<file path="src/rtl/rotor_driver.sv">
// Initiator side of the rotor handshake: one issue/step/wait/capture transaction per
// accepted letter, plus a one-cycle set pulse that forwards configuration to the rotor.
module rotor_driver #(
  parameter int TIMEOUT = 200,
  parameter int TW      = 8
) (
  input  logic         clk,
  input  logic         reset_n,
  input  logic         cfg_valid,
  input  logic [31:0]  cfg_offset,
  input  logic [31:0]  cfg_delay,
  input  logic [207:0] cfg_idx,
  input  logic         mode_dec,
  input  logic         in_valid,
  output logic         in_ready,
  input  logic [7:0]   in_char,
  output logic         out_valid,
  input  logic         out_ready,
  output logic [7:0]   out_char,
  output logic         err,
  output logic         r_set,
  output logic [31:0]  r_offset,
  output logic [31:0]  r_delay,
  output logic [207:0] r_idx,
  output logic         r_valid,
  output logic [7:0]   r_din,
  output logic         r_dec,
  output logic         r_en,
  input  logic [7:0]   r_dout,
  input  logic         r_done
);

  typedef enum logic [2:0] {
    S_IDLE,
    S_CFG,
    S_ISSUE,
    S_WAIT,
    S_HOLD
  } state_t;

  localparam logic [TW-1:0] WAIT_LAST = TW'(TIMEOUT - 1);
  localparam logic [TW-1:0] WAIT_MAX  = '1;

  state_t        state;
  logic [TW-1:0] wait_cnt;
  logic [7:0]    char_q;
  logic          dec_q;
  logic          letter_ok;

  assign letter_ok = (in_char >= 8'd65) && (in_char <= 8'd90);

  // Config takes precedence, so the upstream is stalled in any cycle cfg_valid is up.
  assign in_ready = (state == S_IDLE) && !cfg_valid;

  // The step enable must drop in the very cycle r_done arrives, so it cannot be a flop.
  assign r_en = (state == S_WAIT) && !r_done;

  assign r_din = char_q;
  assign r_dec = dec_q;

  // NOTE: every register here uses <= so all of them update from the same pre-edge values;
  // a blocking = would let later statements see half-updated state and mis-simulate.
  always_ff @(posedge clk or negedge reset_n) begin
    if (!reset_n) begin
      // NOTE: the config registers are plain flops (not a memory array), so clearing them
      // on reset costs nothing and keeps r_offset/r_delay/r_idx at 0 until configured.
      state     <= S_IDLE;
      wait_cnt  <= '0;
      char_q    <= '0;
      dec_q     <= 1'b0;
      out_char  <= '0;
      out_valid <= 1'b0;
      err       <= 1'b0;
      r_set     <= 1'b0;
      r_valid   <= 1'b0;
      r_offset  <= '0;
      r_delay   <= '0;
      r_idx     <= '0;
    end else begin
      r_set   <= 1'b0;
      r_valid <= 1'b0;
      err     <= 1'b0;

      case (state)
        S_IDLE: begin
          if (cfg_valid) begin
            r_offset <= cfg_offset;
            r_delay  <= cfg_delay;
            r_idx    <= cfg_idx;
            r_set    <= 1'b1;
            state    <= S_CFG;
          end else if (in_valid) begin
            if (letter_ok) begin
              char_q  <= in_char;
              dec_q   <= mode_dec;
              r_valid <= 1'b1;
              state   <= S_ISSUE;
            end else begin
              // Non-letters are swallowed and flagged without touching the rotor.
              err <= 1'b1;
            end
          end
        end

        S_CFG: state <= S_IDLE;

        S_ISSUE: begin
          wait_cnt <= '0;
          state    <= S_WAIT;
        end

        S_WAIT: begin
          if (r_done) begin
            out_char  <= r_dout;
            out_valid <= 1'b1;
            state     <= S_HOLD;
          end else if (wait_cnt == WAIT_LAST) begin
            err   <= 1'b1;
            state <= S_IDLE;
          end else if (wait_cnt != WAIT_MAX) begin
            wait_cnt <= wait_cnt + 1'b1;
          end
        end

        S_HOLD: begin
          if (out_ready) begin
            out_valid <= 1'b0;
            state     <= S_IDLE;
          end
        end

        default: state <= S_IDLE;
      endcase
    end
  end

endmodule

</file>
<file path="config.mk">
export PLATFORM = sky130hd
export DESIGN_NAME = rotor_driver
export DESIGN_NICKNAME = d
export VERILOG_FILES = /design/src/rtl/rotor_driver.sv
export SDC_FILE = /design/constraint.sdc
export NUM_CORES = 1
export LEC_CHECK = 0
export BUFFER_PORTS_ARGS = -buffer_cell sky130_fd_sc_hd__buf_4
export CORE_AREA = 2 2 229 231
export CTS_BUF_LIST = sky130_fd_sc_hd__clkbuf_4 sky130_fd_sc_hd__clkbuf_8
export DETAILED_ROUTE_END_ITERATION = 6
export DIE_AREA = 0 0 231 233
export PLACE_DENSITY_LB_ADDON = 0.08
export REMOVE_ABC_BUFFERS = 1
export SLEW_MARGIN = 30
export SYNTH_ARGS = -nofsm -noshare
export SYNTH_HDL_FRONTEND = slang
export SYNTH_SLANG_ARGS = --single-unit
</file>
<file path="constraint.sdc">
create_clock -name clk -period 2.08 [get_ports clk]
set_input_delay 0.208 -clock clk [delete_from_list [all_inputs] [get_ports clk]]
set_output_delay 0.208 -clock clk [all_outputs]
set_load 0.01 [all_outputs]
</file>
==> flow_metrics.env <==
export IMPL_syn_area_per_cell_um2=16.6
export IMPL_syn_cell_area_mm2=0.0117
export IMPL_reg2reg_depth=5
export IMPL_cts_root_buf="sky130_fd_sc_hd__clkbuf_8"
export IMPL_core_region_area_mm2=0.0511
export IMPL_yosys_cell_count_top_type="sky130_fd_sc_hd__dfrtp_1"
export IMPL_hold_slack_final_ns=0.113
export IMPL_setup_viol=0
export IMPL_finalClockSkew_ns=0.0144
export IMPL_synthToLayoutAreaGrowth_pct=81.6
export IMPL_synth_yosys_seq_area_share_pct=64.8
export IMPL_timing_critical_path_arrival_ns=2.44
export IMPL_totalWireLength_um=41600
export IMPL_r2r_end="r_idx[6]$_DFFE_PN0P_"
export IMPL_clkSlewWorstSetupHoldPaths_ns=0.06
export IMPL_drt_pre_antenna_iters=4
export IMPL_cell_type_with_the_highest_aggregate_area_in_the_netlist="sky130_fd_sc_hd__dfrtp_1"
export IMPL_hold_viol_final=0
export IMPL_total_of_flip_flops_plus_latches_after_synthesis=304
export IMPL_wire_per_inst_um=17.6
export IMPL_die_height_um=233
export IMPL_gr_usage_all_layers_pct=15.0
export IMPL_count_of_placed_standard_cells_including_taps=1970
export IMPL_cts_buffers=57
export IMPL_synthesis_yosys_warnings=0
export IMPL_grt_setup_unrepaired="no"
export IMPL_path_type_of_the_worst_min_delay_path="primary input to async pin"
export IMPL_vias=9472
export IMPL_worst_ep_required_time_ns=2.59
export IMPL_clk_path_buf_depth=3
export IMPL_detail_route_antenna_nets=0
export IMPL_drc_errors=0
export IMPL_vdd_drop_max_mv=0.671
export IMPL_period_needed_ns=1.93
export IMPL_synth_area_top_cells="sky130_fd_sc_hd__dfrtp_1 (65%), sky130_fd_sc_hd__mux2_1 (26%), sky130_fd_sc_hd__buf_6 (2.9%)"
export IMPL_detailed_place_hpwl_um=30500
export IMPL_i_o_pin_total=590
export IMPL_layout_nets=1941
export IMPL_fmax_mhz=519
export IMPL_cts_tree="done"
export IMPL_area_fraction_of_the_dominant_cell_type_after_synthesis_pct=64.8
export IMPL_worst_pin_slew_ns=0.513
export IMPL_timing_slew_headroom_pct=65.7
export IMPL_final_wtd_congestion=0.754
export IMPL_status="complete, no violations"
export IMPL_synth_top_flop_cell="sky130_fd_sc_hd__dfrtp_1"
export IMPL_n_diodes=0
export IMPL_synth_top_cells_by_count="sky130_fd_sc_hd__dfrtp_1 (304), sky130_fd_sc_hd__mux2_1 (269), sky130_fd_sc_hd__buf_6 (30), sky130_fd_sc_hd__mux2_2 (17), sky130_fd_sc_hd__nand2_1 (14)"
export IMPL_grt_pass1_vias=10300
export IMPL_port_buffers=589
export IMPL_count_of_flip_flops_with_a_built_in_enable_after_synthesis=0
export IMPL_critPathLaunchType="primary input"
export IMPL_dpl_cell_area_mm2=0.0171
export IMPL_fill_cells=4876
export IMPL_worst_setup_path_end_kind="flip-flop"
export IMPL_stdcell_count=2371
export IMPL_design_area_mm2=0.0213
export IMPL_grt_max_degree=48
export IMPL_power_per_cell_area_mw_per_mm2=1370
export IMPL_residual_overflow_from_global_routing=0
export IMPL_vias_per_cell=3.99
export IMPL_fraction_of_final_layout_cells_sized_beyond_drive_strength_1_pct=44.7
export IMPL_synth_cells=707
export IMPL_rr_startpoint="state[0]$_DFFE_PN0P_"
export IMPL_clk_latency_ns=0.63
export IMPL_total_power_uw=29100
export IMPL_drt_initial_drc_count=204
export IMPL_initial_core_util_pct=23.0
export IMPL_clock_sink_count=304
export IMPL_reg2reg_slack_ns=0.22
export IMPL_die_area_mm2=0.0538
export IMPL_number_of_antenna_violations_at_the_first_check_in_global_routing=1
export IMPL_crit_type="primary input to flip-flop"
export IMPL_critPathMaxFanout=10
export IMPL_report_final_slew_viol_count=0
export IMPL_grt_pass1_wl_um=61400
export IMPL_final_core_util_pct=41.7
export IMPL_floorplan_rows=83
export IMPL_dieWidth_um=231
export IMPL_synth_cell_types=45
export IMPL_leakage_power_uw=0.00990
export IMPL_timing_max_cap_violations=0
export IMPL_final_clock_period_utilization_by_the_worst_path_pct=92.6
export IMPL_cts_htree_levels=2
export IMPL_synthArstFlopShare_pct=100
-- registers in the layout (all words and copies together) (netlist names) --
register / cells
r_dec: 1
state: 3
r_offset: 32
r_set: 1
err: 1
r_valid: 1
r_idx: 208
wait_cnt: 8
out_valid: 1
out_char: 8
r_din: 8
r_delay: 32
-- worst max-delay path: stages --
cell	delay [ns]
sky130_fd_sc_hd__dlygate4sd3_1	0.54
sky130_fd_sc_hd__buf_4	0.13
sky130_fd_sc_hd__nor2_1	0.07
sky130_fd_sc_hd__dlygate4sd3_1	0.55
sky130_fd_sc_hd__nand2_1	0.13
sky130_fd_sc_hd__nor3_4	0.44
sky130_fd_sc_hd__mux2_2	0.39
-- repair_timing --
item	4_1_cts	5_1_grt
endpoints found under the setup margin	1	1
endpoints found under the hold margin	601	0
gates resized for setup	1	1
buffers inserted	1	0
hold buffers	295	0
-- metal layers --
metal  GRT usage, %  part of all wire (%)  vias up
li1               -                     -     4405
met1           16.9                    38     4659
met2           26.8                    53      327
met3           4.01                   6.5       79
met4           6.31                   3.3        2
met5              0                 0.024        -
-- worst max path at each step --
stage	start	endpoint	slack [ns]	cells after the start
after floorplan	state[0]$_DFFE_PN0P_	r_idx[169]$_DFFE_PN0P_	-6.20	3
after global placement	state[0]$_DFFE_PN0P_	r_idx[6]$_DFFE_PN0P_	0.19	5
after detailed placement	state[0]$_DFFE_PN0P_	r_delay[8]$_DFFE_PN0P_	0.19	5
after CTS	state[1]$_DFFE_PN0P_	r_en	0.04	4
after global routing	state[2]$_DFFE_PN0P_	r_en	0.03	3
final	in_char[5]	r_din[3]$_DFFE_PN0P_	0.15	7
-- power breakdown --
| part | total (uW) | leakage [uW] | switching, uW | internal, uW |
|---|---|---|---|---|
| Clock | 6420 | 0.000685 | 2610 | 3810 |
| Sequential | 10400 | 0.00360 | 1470 | 8880 |
| Combinational | 12300 | 0.00562 | 5480 | 6840 |
-- area by class of cell --
class                      count  area, um^2  area share, %
clock buffer                 100        1230           5.78
clock inverter                 5        52.6          0.247
inverter                       5        18.8         0.0881
multi-input combinational    362        3750           17.6
sequential                   304        7610           35.7
tap                          680         851           3.99
timing repair buffer         915        7790           36.6
-- layout by cell type, fill, tap and decap left out, types with 3 or more instances in the layout --
cell type | synthesis | routed
sky130_fd_sc_hd__clkbuf_8 | 0 | 77
sky130_fd_sc_hd__nand4_1 | 3 | 3
sky130_fd_sc_hd__buf_12 | 0 | 14
sky130_fd_sc_hd__clkinv_2 | 0 | 3
sky130_fd_sc_hd__nand2_1 | 14 | 14
sky130_fd_sc_hd__a21oi_1 | 6 | 6
sky130_fd_sc_hd__dfrtp_1 | 304 | 303
sky130_fd_sc_hd__mux2_2 | 17 | 17
sky130_fd_sc_hd__nor2_1 | 12 | 12
sky130_fd_sc_hd__inv_1 | 4 | 4
sky130_fd_sc_hd__clkbuf_4 | 0 | 23
sky130_fd_sc_hd__nand2b_1 | 3 | 3
sky130_fd_sc_hd__buf_4 | 0 | 605
sky130_fd_sc_hd__dlygate4sd3_1 | 0 | 295
sky130_fd_sc_hd__nand3_1 | 3 | 3
sky130_fd_sc_hd__mux2_1 | 269 | 269
-- cell families after synthesis --
logic type,after synthesis,synth area share (%)
AND/OR/NAND/NOR,49,2.38
adder cells (fa/ha/maj),1,0.107
XOR/XNOR,1,0.0747
flip-flops,304,64.8
buffers and inverters,41,3.27
AO/OA/AOI/OAI,24,1.80
multiplexers,287,27.5
-- through the flow --
| step | TNS (ns) | setup slack, ns |
|---|---|---|
| floorplan | -1610.16 | -6.20 |
| global placement | 0 | 0.188 |
| detailed placement | 0 | 0.188 |
| CTS | 0 | 0.0374 |
| global route | 0 | 0.0334 |
| finish | 0 | 0.153 |
No activity file was read; power rests on OpenSTA's default activity.
